--- src/rtl/ifetch_stage.sv ---
// Fetch stage: issues word reads to IMEM from the current PC, buffers returned
// instructions with their PCs in a small FIFO, and computes the next PC.
module ifetch_stage #(
  parameter int          DEPTH    = 4,
  parameter logic [31:0] RESET_PC = 32'h0000_0000
) (
  input  logic                     clk,
  input  logic                     rst,
  input  logic [31:0]              pc_cur,
  output logic [31:0]              pc_next,
  output logic [31:0]              imem_addr,
  input  logic [31:0]              imem_rdata,
  input  logic                     redirect,
  input  logic [31:0]              redirect_pc,
  output logic                     out_valid,
  input  logic                     out_ready,
  output logic [31:0]              out_instr,
  output logic [31:0]              out_pc,
  output logic [$clog2(DEPTH):0]   count
);

  localparam int AW = $clog2(DEPTH);
  localparam logic [AW-1:0] PTR_ONE = 1;
  localparam logic [AW:0]   CNT_ONE = 1;

  logic [31:0]   r_instrMem [DEPTH];
  logic [31:0]   r_pcMem    [DEPTH];
  logic [AW-1:0] r_rdPtr;
  logic [AW-1:0] r_wrPtr;
  logic [AW:0]   r_count;
  logic          r_reqValid;
  logic [31:0]   r_reqPc;

  logic [AW+1:0] w_occ;
  logic          w_popReq;
  logic          w_pop;
  logic          w_push;
  logic          w_issue;

  assign imem_addr = {pc_cur[31:2], 2'b00};
  assign out_valid = (r_count != '0);
  assign out_instr = r_instrMem[r_rdPtr];
  assign out_pc    = r_pcMem[r_rdPtr];
  assign count     = r_count;

  // Credit check counts the in-flight read so a returning word always has a slot.
  assign w_occ    = {1'b0, r_count} + {{(AW+1){1'b0}}, r_reqValid};
  assign w_popReq = out_valid & out_ready;
  assign w_issue  = ~redirect & ((w_occ < (AW+2)'(DEPTH)) | w_popReq);
  assign w_pop    = w_popReq & ~redirect;
  assign w_push   = r_reqValid & ~redirect;

  always_comb begin
    pc_next = pc_cur;
    if (rst) begin
      pc_next = RESET_PC;
    end else if (redirect) begin
      pc_next = {redirect_pc[31:2], 2'b00};
    end else if (w_issue) begin
      pc_next = pc_cur + 32'd4;
    end
  end

  always_ff @(posedge clk or posedge rst) begin
    if (rst) begin
      r_reqValid <= 1'b0;
      r_reqPc    <= '0;
    end else if (w_issue) begin
      r_reqValid <= 1'b1;
      r_reqPc    <= imem_addr;
    end else begin
      r_reqValid <= 1'b0;
    end
  end

  // Storage is cleared on reset so the head outputs are never X.
  always_ff @(posedge clk or posedge rst) begin
    if (rst) begin
      r_rdPtr <= '0;
      r_wrPtr <= '0;
      r_count <= '0;
      for (int i = 0; i < DEPTH; i++) begin
        r_instrMem[i] <= '0;
        r_pcMem[i]    <= '0;
      end
    end else if (redirect) begin
      r_rdPtr <= '0;
      r_wrPtr <= '0;
      r_count <= '0;
    end else begin
      if (w_push) begin
        r_instrMem[r_wrPtr] <= imem_rdata;
        r_pcMem[r_wrPtr]    <= r_reqPc;
        r_wrPtr             <= r_wrPtr + PTR_ONE;
      end
      if (w_pop) begin
        r_rdPtr <= r_rdPtr + PTR_ONE;
      end
      if (w_push && !w_pop) begin
        r_count <= r_count + CNT_ONE;
      end else if (w_pop && !w_push) begin
        r_count <= r_count - CNT_ONE;
      end
    end
  end

endmodule

--- config.mk ---
export PLATFORM = sky130hd
export DESIGN_NAME = ifetch_stage
export DESIGN_NICKNAME = d
export VERILOG_FILES = /design/src/rtl/ifetch_stage.sv
export SDC_FILE = /design/constraint.sdc
export NUM_CORES = 1
export LEC_CHECK = 0
export CORE_ASPECT_RATIO = 1.4
export CORE_MARGIN = 2
export CORE_UTILIZATION = 54
export CTS_BUF_LIST = sky130_fd_sc_hd__clkbuf_16
export CTS_CLUSTER_DIAMETER = 100
export DETAILED_ROUTE_END_ITERATION = 10
export PLACE_DENSITY = 0.9
export SLEW_MARGIN = 20
export SYNTH_ARGS = -nofsm -noshare
export SYNTH_HDL_FRONTEND = slang
export SYNTH_SLANG_ARGS = --single-unit
--- constraint.sdc ---
create_clock -name clk -period 15.3 [get_ports clk]
set_clock_uncertainty 0.15 [all_clocks]
set_input_delay 3.06 -clock clk [delete_from_list [all_inputs] [get_ports clk]]
set_output_delay 3.06 -clock clk [all_outputs]
set_load 0.05 [all_outputs]
==> impl_metrics.json, run 1 <==
{
  "outcome": "completed",
  "grt_first_pass_wirelength_um": 50700,
  "cap_violations": 0,
  "grt_pass1_vias": 9650,
  "dpl.hpwl_um": 20500,
  "layoutNonFillerInstCount": 1490,
  "crit_path_max_fanout": 142,
  "syn_avg_cell_area_um2": 13.8,
  "firstDrtPassIters": 5,
  "cp.arrival_ns": 6.69,
  "die_y_um": 191,
  "synth_cell_types": 52,
  "slew_headroom_pct": 28.0,
  "setup_tns_ns": 0,
  "wl_met1_um": 12500,
  "dp_slack_ns": 5.30,
  "critPathLaunchType": "primary input",
  "path_buf_inv": 5,
  "portBuffers": 225,
  "dieArea_mm2": 0.0264,
  "antenna_found_initial": 0,
  "ys.flop_type": "dfrtp_1",
  "drive_above_1_share_pct": 32.2,
  "path_clk_slew_ns": 0.05,
  "htreeDepth": 1,
  "slowest_stage": "clkdlybuf4s50_1",
  "drc_errors": 0,
  "path_cells": "clkdlybuf4s50_1, buf_4, inv_8, buf_4, o21ai_0, a31o_2, a21oi_1, clkdlybuf4s50_1",
  "finalMaxSlewViolations": 0,
  "fin_nets": 1260,
  "cts_tree": "done",
  "syn_inst": 981,
  "syn-cell-area_mm2": 0.0135,
  "vias": 8822,
  "ys_ff_latch": 286,
  "die_width_um": 138,
  "end_kind": "output pin",
  "grt_max_degree": 143,
  "cpLargestDelayFamily": "buffers and inverters",
  "routed_via_density": 5.92,
  "dr_wl_met3_um": 1960,
  "fin_crit_sh_pct": 64.7,
  "crit_type": "primary input to output pin",
  "drt_first_iter_violations": 559,
  "final_core_util_pct": 67.6,
  "grt_overflow": 0,
  "cp_slowest_stage_delay_ns": 0.83,
  "rrSetupSlack_ns": 12.44,
  "top_layer_used": "met4",
  "rows": 68,
  "cts_buffers": 28,
  "rsz0062_at_grt": "no",
  "cts_resized": 0,
  "tightest_slew_ns": 1.08,
  "wl_met2_um": 16800,
  "min_period_ns": 9.90,
  "synth-edff-count": 0,
  "cts.path.max_buffers": 3,
  "start_util_pct": 54.8,
  "clock-sinks": 286,
  "antenna_left": 0,
  "place_congestion": 0.864,
  "synth_warnings": 0,
  "wl_per_cell_um": 21.8,
  "ctsRootBufferMaster": "clkbuf_16",
  "cp.required_ns": 12.09,
  "core_area_mm2": 0.0247,
  "ys_seq_area_share_pct": 52.9,
  "antenna_cells": 0,
  "p_per_area_mw_per_mm2": 214,
  "grt_use_total_pct": 24.8,
  "setup_viol_count_final": 0,
  "synthArstFlopShare_pct": 100,
  "placedCellCount": 1439,
  "num_io_pins": 232,
  "area_growth_syn_to_layout_pct": 23.3,
  "max_freq_mhz": 101,
  "yosysMostFrequentCell": "dfrtp_1",
  "worst_slack_ns": 5.40,
  "power.static_leakage_uw": 0.00733,
  "yosys.area.top_type_share_pct": 52.9,
  "finalHoldViolations": 0,
  "wl_um": 32400,
  "peakVddDrop_mv": 0.194,
  "cts_setup_buffers": 0,
  "clkLatencyLatePin_ns": 0.53,
  "postCtsHoldBufs": 0,
  "yosysTopAreaCell": "dfrtp_1",
  "synth_area_leaders": "dfrtp_1 53%, mux2_2 21%, mux4_2 10%",
  "synth_commonest_cells": "286 x dfrtp_1, 248 x mux2_2, 101 x nand2_1, 62 x mux4_2, 35 x buf_2",
  "min-delay-path-class": "flop to flop"
}
==> cells in the final DEF, fill, tap and decap left out, types with 3 or more instances in the layout <==
master           count
a211oi_1            18
a21oi_1              5
a311oi_1             3
and2_1               5
and3_1               6
buf_4                6
bufinv_16            3
clkbuf_16           29
clkdlybuf4s50_1    225
clkinv_1             4
clkinv_2             5
clkinv_4             3
conb_1               4
dfrtp_1            284
ha_1                 5
inv_1               15
mux2_2             248
mux2i_1              3
mux4_2              62
nand2_1             97
nand2_4              4
nand3_1             14
nand4_1              7
nor2_1              32
nor3_1              12
o21ai_0              9
or3_1                3
xnor2_1             18
xor2_1               7
==> report_power, final <==
part,switching (µW),internal (µW)
sequential,222,1080
clock,284,393
combinational,872,728
total,1380,2200
==> layer usage <==
metal  global-route usage, %  up-vias
li1                        -     3869
met1                    30.3     4527
met2                    44.4      354
met3                    3.79       72
met4                    8.67        0
met5                       0        -
==> through the flow <==
step	power, µW	cell area [µm²]	hold WS [ns]
after floorplan	2410	13500	0.324
after global placement	2850	15800	0.331
after detailed placement	2920	15800	0.337
after CTS	3610	16700	0.351
after global routing	3740	16700	0.359
final	3580	16700	0.348
==> kinds of logic after synthesis <==
kind of cell	after synthesis	synth area share, %
other	1	0.0277
muxes	313	31.2
buffers and inverters	103	4.18
AOI/OAI and AO/OA	47	2.44
and+or+nand+nor	200	7.05
adders and majority gates	6	0.610
DFF	286	52.9
xor gates and xnor gates	25	1.62
==> path summary, 6_finish.rpt <==
kind,from,end,cells past startpoint
hold reg to reg,r_pcMem[59]$_DFFE_PP0P_,r_pcMem[59]$_DFFE_PP0P_,1
setup reg to reg,r_reqValid$_DFF_PP0_,r_instrMem[13]$_DFFE_PP0P_,3
setup / recovery,rst,pc_next[30],8
min in group asynchronous,rst,r_wrPtr[1]$_DFFE_PP0P_,3
hold / removal,r_pcMem[59]$_DFFE_PP0P_,r_pcMem[59]$_DFFE_PP0P_,1
max in group asynchronous,rst,r_rdPtr[0]$_DFFE_PP0P_,4
==> worst register-to-register path: stages (launching register included) <==
cell     delay, ns
dfrtp_1       0.51
nor2b_1       0.71
nand2_4       0.76
mux2_2        0.61
==> flip-flops by register name (all words and copies together) (netlist names) <==
name        cells
r_instrMem    128
r_pcMem       120
r_reqPc        30
count           3
r_rdPtr         2
r_wrPtr         2
r_reqValid      1
==> cell type report <==
class	instances	area (µm²)
fill	1721	7990
sequential	286	7160
multi-input combinational	595	5850
timing repair buffer	232	2310
clock buffer	29	726
tap	315	394
clock inverter	22	186
inverter	11	48.8
No activity file was read; power rests on OpenSTA's default activity.
==> run 2: changes to the inputs <==
clock period = 10.2 ns   (was 15.3 ns; I/O delays follow)
==> run 2 against run 1 <==
Effect of this change:
- non-clock buffer count up 3
- sequential share of layout area up 0.24 points
- global-route usage down 0.27 points
- largest power group unchanged
- critical path depth up 1
- utilization down 0.40 points
- final cell count about the same
==> impl_metrics.json, run 2 (synthesis results as in run 1) <==
{
  "dieArea_mm2": 0.0264,
  "layout_commonest_cell": "dfrtp_1",
  "min-delay-path-class": "flop to flop",
  "die_width_um": 138,
  "wl_um": 31700,
  "finalMaxSlewViolations": 0,
  "die_y_um": 191,
  "tightest_slew_ns": 1.04,
  "antenna_left": 0,
  "finalHoldViolations": 0,
  "clkPwrFrac_pct": 17.4,
  "switchingPower_uw": 2040,
  "wl_per_cell_um": 21.3,
  "min_period_ns": 7.60,
  "reg.largest.list": "r_instrMem (128), r_pcMem (120), r_reqPc (30)",
  "grt_use_total_pct": 24.5,
  "max_freq_mhz": 132,
  "dr_wl_met3_um": 1940,
  "placedCellCount": 1442,
  "htreeDepth": 1,
  "grt_overflow": 0,
  "p_int_uw": 3210,
  "cts_resized": 0,
  "vias": 8799,
  "ctsRootBufferMaster": "clkbuf_16",
  "pwr-share-comb_pct": 46.2,
  "slew_headroom_pct": 30.4,
  "cp.arrival_ns": 5.41,
  "routed_via_density": 5.91,
  "power.static_leakage_uw": 0.00727,
  "antenna_cells": 0,
  "peakVddDrop_mv": 0.238,
  "postCtsHoldBufs": 0,
  "setup_tns_ns": 0,
  "firstDrtPassIters": 5,
  "place_congestion": 0.839,
  "critPathLaunchType": "primary input",
  "fin_nets": 1262,
  "switching_share_pct": 38.8,
  "p_per_area_mw_per_mm2": 316,
  "num_io_pins": 232,
  "area_growth_syn_to_layout_pct": 22.6,
  "drc_errors": 0,
  "top_layer_used": "met4",
  "p_seq_share_pct": 36.4,
  "start_util_pct": 54.8,
  "cts_buffers": 27,
  "cp.required_ns": 8.01,
  "regMostFlops": "r_instrMem",
  "crit_type": "primary input to output pin",
  "wl_met1_um": 12400,
  "cts.path.max_buffers": 3,
  "worst_slack_ns": 2.60,
  "clkLatencyLatePin_ns": 0.52,
  "rows": 68,
  "crit_path_max_fanout": 45,
  "grt_pass1_vias": 9576,
  "portBuffers": 225,
  "end_kind": "output pin",
  "layout_common_cells": "284 x dfrtp_1, 248 x mux2_2, 225 x clkdlybuf4s50_1, 97 x nand2_1, 62 x mux4_2",
  "core_area_mm2": 0.0247,
  "setup_viol_count_final": 0,
  "path_clk_slew_ns": 0.06,
  "holdWs_ns": 0.347,
  "drive_above_1_share_pct": 31.9,
  "largest_register_ffs": 128,
  "wl_met2_um": 16500,
  "antenna_found_initial": 0,
  "rsz0062_at_grt": "no",
  "dp_slack_ns": 2.64,
  "grt_first_pass_wirelength_um": 50500,
  "grt_max_degree": 86,
  "drt_first_iter_violations": 462,
  "fin_crit_sh_pct": 74.5,
  "dpl.hpwl_um": 19900,
  "cts_setup_buffers": 0,
  "cts_tree": "done",
  "clock-sinks": 286,
  "outcome": "completed",
  "cap_violations": 0,
  "layoutNonFillerInstCount": 1489
}
[run 2: critical path, cell delays in order]
cell,delay [ns]
clkdlybuf4s50_1,0.39
buf_4,0.23
inv_2,0.61
nand3_2,0.15
buf_4,0.33
nor2_1,0.36
a211oi_1,0.13
a311oi_1,0.26
clkdlybuf4s50_1,0.88
[run 2: final timing paths]
check,start,to,slack (ns),cells after the start
setup / recovery,redirect,pc_next[13],2.60,9
max in group asynchronous,rst,r_pcMem[58]$_DFFE_PP0P_,5.85,5
setup reg to reg,r_reqValid$_DFF_PP0_,r_instrMem[114]$_DFFE_PP0P_,7.43,3
min in group asynchronous,rst,r_pcMem[15]$_DFFE_PP0P_,2.02,3
hold / removal,r_instrMem[34]$_DFFE_PP0P_,r_instrMem[34]$_DFFE_PP0P_,0.35,1
hold reg to reg,r_instrMem[34]$_DFFE_PP0P_,r_instrMem[34]$_DFFE_PP0P_,0.35,1
[run 2: metal layers]
metal  GRT usage (%)  vias up
li1                -     3864
met1            30.7     4522
met2            43.6      343
met3            3.79       70
met4            7.42        0
met5               0        -
[run 2: stage by stage]
step           util [%]  power (µW)  instance area (µm²)
3_5_place_dp       64.0        4360                15800
4_1_cts            67.2        5290                16600
2_1_floorplan         -        3620                13500
3_3_place_gp       64.0        4270                15800
6_report           67.2        5250                16600
5_1_grt            67.2        5510                16600
[run 2: cell type report]
type,count,area (µm²)
clock inverters,20,118
well taps,315,394
fillers,1686,8090
repair buffers,235,2330
flip-flops and latches,286,7160
multi-input cells,595,5850
clock buffers,27,676
inverters,11,45.0
[run 2: power groups by stage]
stage	clock [µW]	sequential, µW	combinational, µW
2_1_floorplan	0	1810	1810
3_5_place_dp	0	1920	2440
5_1_grt	982	1970	2560
6_report	911	1910	2430
3_3_place_gp	0	1880	2390
4_1_cts	932	1910	2450
